===== src/rtl/clk_div_ctrl.sv =====
// Programmable clock divider: 50%-duty clk_out with glitch-free start/stop and
// period-aligned divisor updates. Define PERIOD_MEAS_EN to build the probe period meter.
module clk_div_ctrl #(
    parameter int CNT_W        = 16,
    parameter int DEFAULT_HALF = 10
) (
    input  logic             clk,
    input  logic             rst,
    input  logic             start,
    input  logic             stop,
    input  logic             load,
    input  logic [CNT_W-1:0] half_period_in,
    output logic             load_ack,
    output logic             cfg_err,
    output logic             clk_out,
    output logic             rise_pulse,
    output logic             busy,
    input  logic             probe,
    output logic             meas_valid,
    output logic [CNT_W:0]   meas_cycles
);

    typedef enum logic [1:0] {IDLE, RUN, STOPPING} state_t;

    state_t           state_reg, state_next;
    logic [CNT_W-1:0] cnt_reg, cnt_next;
    logic [CNT_W-1:0] half_reg, half_next;
    logic [CNT_W-1:0] pend_reg, pend_next;
    logic             pend_valid_reg, pend_valid_next;
    logic             applied_reg, applied_next;
    logic             clk_out_next, rise_next, cfg_err_next;
    logic             load_ok, terminal;

    assign load_ok  = load && (half_period_in != '0);
    assign terminal = (cnt_reg == half_reg - CNT_W'(1));
    assign busy     = (state_reg != IDLE);

    always_comb begin
        state_next      = state_reg;
        cnt_next        = cnt_reg;
        half_next       = half_reg;
        pend_next       = pend_reg;
        pend_valid_next = pend_valid_reg;
        applied_next    = 1'b0;
        clk_out_next    = clk_out;
        rise_next       = 1'b0;
        cfg_err_next    = cfg_err;

        if (load) begin
            cfg_err_next = !load_ok;
        end

        case (state_reg)
            IDLE: begin
                clk_out_next = 1'b0;
                cnt_next     = '0;
                // Nothing is toggling, so a new divisor can take effect right away.
                if (load_ok) begin
                    half_next       = half_period_in;
                    pend_valid_next = 1'b0;
                    applied_next    = 1'b1;
                end else if (pend_valid_reg) begin
                    half_next       = pend_reg;
                    pend_valid_next = 1'b0;
                    applied_next    = 1'b1;
                end
                if (start && !stop) begin
                    state_next = RUN;
                end
            end
            RUN, STOPPING: begin
                if (state_reg == STOPPING && !clk_out) begin
                    state_next = IDLE;
                    cnt_next   = '0;
                end else begin
                    if (terminal) begin
                        cnt_next     = '0;
                        clk_out_next = !clk_out;
                        rise_next    = !clk_out;
                        // Falling toggle closes a full period: swap in the staged divisor.
                        if (clk_out) begin
                            if (pend_valid_reg) begin
                                half_next       = pend_reg;
                                pend_valid_next = 1'b0;
                                applied_next    = 1'b1;
                            end
                            if (state_reg == STOPPING) begin
                                state_next = IDLE;
                            end
                        end
                    end else begin
                        cnt_next = cnt_reg + CNT_W'(1);
                    end
                    if (state_reg == RUN && stop) begin
                        state_next = STOPPING;
                    end
                end
                // Staged after any apply above, so a load on the apply edge waits a period.
                if (load_ok) begin
                    pend_next       = half_period_in;
                    pend_valid_next = 1'b1;
                end
            end
            default: begin
                state_next = IDLE;
            end
        endcase
    end

    always_ff @(posedge clk or negedge rst) begin
        if (!rst) begin
            state_reg      <= IDLE;
            cnt_reg        <= '0;
            half_reg       <= CNT_W'(DEFAULT_HALF);
            pend_reg       <= '0;
            pend_valid_reg <= 1'b0;
            applied_reg    <= 1'b0;
            load_ack       <= 1'b0;
            cfg_err        <= 1'b0;
            clk_out        <= 1'b0;
            rise_pulse     <= 1'b0;
        end else begin
            state_reg      <= state_next;
            cnt_reg        <= cnt_next;
            half_reg       <= half_next;
            pend_reg       <= pend_next;
            pend_valid_reg <= pend_valid_next;
            applied_reg    <= applied_next;
            load_ack       <= applied_reg;
            cfg_err        <= cfg_err_next;
            clk_out        <= clk_out_next;
            rise_pulse     <= rise_next;
        end
    end

`ifdef PERIOD_MEAS_EN
    logic [2:0]     probe_sync_reg;
    logic           seen_edge_reg;
    logic [CNT_W:0] meas_cnt_reg;
    logic           probe_rise;

    // Bits [1:0] are the synchroniser; bit 2 is the previous sample for edge detect.
    assign probe_rise = probe_sync_reg[1] && !probe_sync_reg[2];

    always_ff @(posedge clk or negedge rst) begin
        if (!rst) begin
            probe_sync_reg <= '0;
            seen_edge_reg  <= 1'b0;
            meas_cnt_reg   <= '0;
            meas_valid     <= 1'b0;
            meas_cycles    <= '0;
        end else begin
            probe_sync_reg <= {probe_sync_reg[1:0], probe};
            meas_valid     <= 1'b0;
            if (probe_rise) begin
                seen_edge_reg <= 1'b1;
                meas_cnt_reg  <= (CNT_W+1)'(1);
                if (seen_edge_reg) begin
                    meas_cycles <= meas_cnt_reg;
                    meas_valid  <= 1'b1;
                end
            end else if (meas_cnt_reg != '1) begin
                meas_cnt_reg <= meas_cnt_reg + (CNT_W+1)'(1);
            end
        end
    end
`else
    logic probe_unused;
    assign probe_unused = probe;
    assign meas_valid   = 1'b0;
    assign meas_cycles  = '0;
`endif

endmodule


===== config.mk =====
export PLATFORM = sky130hd
export DESIGN_NAME = clk_div_ctrl
export DESIGN_NICKNAME = d
export VERILOG_FILES = /design/src/rtl/clk_div_ctrl.sv
export SDC_FILE = /design/constraint.sdc
export NUM_CORES = 1
export LEC_CHECK = 0
export CAP_MARGIN = 20
export CORE_MARGIN = 5
export CORE_UTILIZATION = 50
export CTS_CLUSTER_SIZE = 40
export DETAILED_ROUTE_END_ITERATION = 8
export HOLD_SLACK_MARGIN = 0.15
export PLACE_DENSITY = 0.79
export SYNTH_ARGS = -nofsm -noshare
export SYNTH_HDL_FRONTEND = slang
export SYNTH_SLANG_ARGS = --single-unit

===== constraint.sdc =====
create_clock -name clk -period 2.65 [get_ports clk]
set_input_delay 0.265 -clock clk [delete_from_list [all_inputs] [get_ports clk]]
set_output_delay 0.265 -clock clk [all_outputs]
set_load 0.01 [all_outputs]

# After elaboration in Yosys (flattened, before gate mapping)
# Index checks and enable logic that the tools add are counted.
[word_totals]
regBits = 56
inputBits = 22
elab_cells = 75
[op_classes]
n_addsub = 2
eq_ne = 13
n_mux = 33
n_reduce_logical = 17
[ops]
columns = ["op", "n"]
rows = [
  ["$mux 16", 7],
  ["$pmux 16 s2", 2],
  ["$add 16x1->16 const B", 1],
  ["$eq 16x16->1", 1],
  ["$reduce_bool 16->1", 1],
  ["$sub 16x1->16 const B", 1],
  ["$mux 1", 14],
  ["$mux 2", 6],
  ["$ne 4x4->1 const B", 3],
  ["$reduce_and 4->1", 3],
  ["$ne 3x3->1 const B", 3],
  ["$ne 2x2->1 const B", 4],
  ["$pmux 1 s2", 3],
  ["$logic_and 1x1->1", 4],
  ["$pmux 2 s2", 1],
  ["$reduce_bool 2->1", 2],
  ["$logic_not 1->1", 3],
  ["$reduce_and 3->1", 1],
  ["$eq 2x1->1 const B", 1],
  ["$eq 2x2->1 const B", 1],
  ["$logic_not 2->1", 1],
  ["$reduce_and 2->1", 1],
  ["$reduce_or 2->1", 1],
]

# Depth between registers and ports, before layout
[logic_depth]
depth_word = 7
depth_mapped = 13

# Worst setup path after synthesis
# Ideal clock, no wire load.
[synth_timing]
kind = "reg-to-reg"
startpoint = "register half_reg[0]"
endpoint = "register cnt_reg[3]"
arrival_ns = 2.718
t_required_ns = 2.529
slack_ns = -0.188
stages_incl_launch_ff = 13
path_buffers = 3
path_cell_list = "dfrtp_1 > buf_6 > inv_1 > ha_1 > or3b_2 > nor4_1 > xnor2_1 > o21ai_0 > a2111oi_4 > a21oi_2 > buf_6 > buf_6 > a22o_1"
[synth_via]
elab_chain_len = 5
[synth_rtl]
columns = ["element", "line", "source"]
rows = [
  ["start, declared", "27", "logic [CNT_W-1:0] half_reg, half_next;"],
  ["start signal, assigned", "114", "half_reg <= CNT_W'(DEFAULT_HALF);"],
  ["start signal, assigned", "125", "half_reg <= half_next;"],
  ["$sub 16x1->16", "35", "assign terminal = (cnt_reg == half_reg - CNT_W'(1));"],
  ["$eq 16x16->1", "35", ""],
  ["$mux 16", "76", "if (terminal) begin"],
  ["$mux 16", "72", "if (state_reg == STOPPING && !clk_out) begin"],
  ["$pmux 16 s2", "53", "case (state_reg)"],
  ["end signal, assigned", "124", "cnt_reg <= cnt_next;"],
  ["end, declared", "26", "logic [CNT_W-1:0] cnt_reg, cnt_next;"],
]
# Every way passes these cells.
# A chain may end at the register's enable or synchronous reset.

# Final worst setup path
[layout_timing]
startpoint = "register half_reg[0]"
endpoint = "register applied_reg"
[layout_via]
elab_chain_len = 5
[layout_rtl]
columns = ["element", "line", "source"]
rows = [
  ["$sub 16x1->16", "35", ""],
  ["$eq 16x16->1", "35", ""],
  ["$mux 1", "76", ""],
  ["$mux 1", "72", ""],
  ["$pmux 1 s2", "53", ""],
  ["named net applied_next", "30", "logic applied_reg, applied_next;"],
  ["end signal, assigned", "128", "applied_reg <= applied_next;"],
  ["end, declared", "30", ""],
]
# The timed path passes the listed nets, and every way through them passes these cells.

==> run summary <==
Final setup viols: 31
crit end category: flop
fin crit period: 2.781 ns
commonest cells in the netlist: dfrtp_1, inv_1, nor3_1
P per Cell Area: 1098 nW/um^2
Reg2Reg Depth: 8
Seq cells post-synth: 56
M3 GR Usage: 3.661%
antenna violations before repair: 0
fraction of layout cells with a size suffix above 1: 30.35%
Clock Pin Slew Worst Setup and Hold Paths: 0.12 ns
DP HPWL: 6.779 mm
Core Area: 7331 sq um
crit-path max FO: 3
first-pass GRT wire length: 16.82 mm
share of the synthesized area in the top cell type: 35.41%
final non-filler cell total: 557
Synth area leader: dfrtp_1
met1 Resource Use GR: 27.46%
fin. max-slew vios: 0
outcome: finished with violations
GRT busiest layer: met2
Initial DRC Count: 229
CTS tree: built
Placed Cells: 539
sequential-to-total area share from yosys stat: 36.79%
final global-route overflow total: 0
Critical Path AT: 3.04 ns
Async S/R FF share, synth: 100.0%
cells taking the most area after synthesis: dfrtp_1, mux2_2, xnor2_1
hold violation count in the final report: 0
vias in the first global route: 3414
actual slew at the worst max-slew pin: 0.6953 ns
post-synthesis cell count: 408
RR Startpoint: half_reg[0]$_DFFE_PN0P_
yosys warns: 0
worst slack, placed: -0.1385 ns
average cell area after synthesis: 9.353 sq um
most used cell along the critical path: or4_4
maxcap violations: 0
Worst Setup EP: applied_reg$_DFF_PN0_
deepest clock path buffer count: 2
Routed Antenna Nets: 0
Die ar.: 9480 sq um
Main synth FF type: dfrtp_1
CP startpoint kind: flop
via count: 3523
drt wl/cell: 18.99 um
synthesized cell area: 3816 sq um
crit path from: half_reg[0]$_DFFE_PN0P_
Setup CP Type: flop to flop
pin count of the biggest net entering global routing: 37
Setup TNS: -2.332 ns
leak pwr: 2.032 nW
Max Fclk: 359.6 MHz
final net count: 486
Pre-Repair DR Iteration Count: 6
DRC Markers: 0
Ant. Diodes: 0
routed vias/inst: 6.325
RePlAce Congestion: 0.9333
slowest cell on the critical path: or4_4
R2R Path End: applied_reg$_DFF_PN0_
worst path required time: 2.91 ns
GR Layer Usage met2: 36.37%
fin util: 66.99%
Post-synth EDFFs: 0
Initial Util: 52.06%
root buffer cell: clkbuf_8
Area Overhead vs Synth: 28.69%
CP cell instances: or4_4, nor4_4, xnor2_1, or3_4, a2111oi_4, nand2_2, or4_4, a21oi_2
WP buf/inv: 0
GRT Resource Usage Total: 21.21%
Setup Skew: 0.007677 ns
r2r setup slk: -0.13 ns
RSZ-0062 raised after global routing: yes
hold slack: 0.3680 ns
Stages on worst setup path: 8
final wirelength: 10.58 mm
Die W: 97.37 um
worst hold path class: flop to flop
Tcrit/Tclk final: 105.0%
row count: 31
clock buffer count from CTS: 5
CTS Sinks: 56
VDD IR max: 480.8 uV
Port-buffer cells: 25
most common cell in the netlist: dfrtp_1
Worst path top cell family by delay: simple AND/OR/NAND/NOR gates
Ports: 45
Skew-Pair Late Insertion Delay: 0.33 ns
Die H: 97.37 um
Distinct cells, synth: 53
htree depth: 2
Final WS setup: -0.1312 ns
max_slew headroom: 53.64%
delay of the slowest critical-path stage: 0.58 ns
failing checks: setup timing
-- worst min-delay path by stage --
stage                                    to  cells after the start                   from  slack (ns)
finish                   load_ack$_DFF_PN0_                      0  applied_reg$_DFF_PN0_        0.37
detailed placement  pend_reg[1]$_DFFE_PN0P_                      1                    rst        0.34
floorplan             applied_reg$_DFF_PN0_                      0                    rst       -0.03
CTS                      load_ack$_DFF_PN0_                      0  applied_reg$_DFF_PN0_        0.37
global placement    pend_reg[2]$_DFFE_PN0P_                      1                    rst        0.33
global route             load_ack$_DFF_PN0_                      0  applied_reg$_DFF_PN0_        0.39
-- per-stage QoR --
step / cell area, sq um / total power, mW
2_1_floorplan: 3918 / 3.405
3_3_place_gp: 4330 / 4.146
3_5_place_dp: 4330 / 4.249
4_1_cts: 4706 / 5.043
5_1_grt: 4911 / 5.710
6_report: 4911 / 5.393
-- cell usage in the layout, fill, tap and decap left out, types with 6 or more instances in the layout --
master	instances
dfrtp_1	54
and3_1	9
ha_1	6
xor2_1	8
buf_6	8
nand2_1	15
a311oi_2	16
o22a_1	17
clkdlybuf4s50_1	24
nand3_1	8
nor3_4	10
inv_1	25
buf_4	34
nor4_1	6
conb_1	18
or3_1	17
a31oi_1	13
a21oi_2	8
mux2_2	17
nor3_2	7
o221ai_1	16
nand2b_1	6
nor2_1	12
xnor2_1	18
nor3_1	7
-- where the power goes --
| part | internal, mW | switching, mW | total, mW | leakage [nW] |
|---|---|---|---|---|
| clock | 0.196 | 0.338 | 0.533 | 0.0463 |
| combinational | 1.55 | 1.88 | 3.43 | 1.28 |
| sequential | 1.18 | 0.243 | 1.43 | 0.701 |
-- area by class of cell --
cell class	count	area, sq um
fillers	560	2420
clock inverters	3	27.53
multi-input cells	295	2467
flip-flops and latches	56	1404
repair buffers	74	725.7
clock buffers	5	68.82
well taps	99	123.9
inverters	25	93.84
-- per-layer routing --
layer	part of all wire [%]	wire length (um)
met3	6.1	642
met1	41	4366
met4	2.3	243
met2	50	5322
met5	0	0
-- timing repair --
action                                  in CTS  in global routing
hold endpoints to repair                    27                  0
endpoints found under the setup margin      36                 37
gates resized for setup                     38                 38
pin swaps                                   20                 21
hold buffers                                 1                  0
gates cloned                                 3                  1
buffers inserted                             4                  2
-- worst register-to-register path, delay by kind of cell (launching register included) --
| kind | cells | cell delay, ns |
|---|---|---|
| and+or+nand+nor | 5 | 1.74 |
| xor gates and xnor gates | 1 | 0.11 |
| DFF | 1 | 0.42 |
| AOI/OAI and AO/OA | 2 | 0.46 |
-- logic make-up (layout without fill, tap and decap cells) --
kind of cell,Yosys count,count (layout),share of synthesized area [%]
DFF,56,56,36.79
other,1,18,0.09827
adders and majority gates,7,7,2.295
xor gates and xnor gates,26,26,5.967
AOI/OAI and AO/OA,100,100,20.56
buffers and inverters,74,107,9.869
muxes,19,19,5.541
and+or+nand+nor,125,125,18.88
Note: power is estimated with default switching activity, not from simulation.
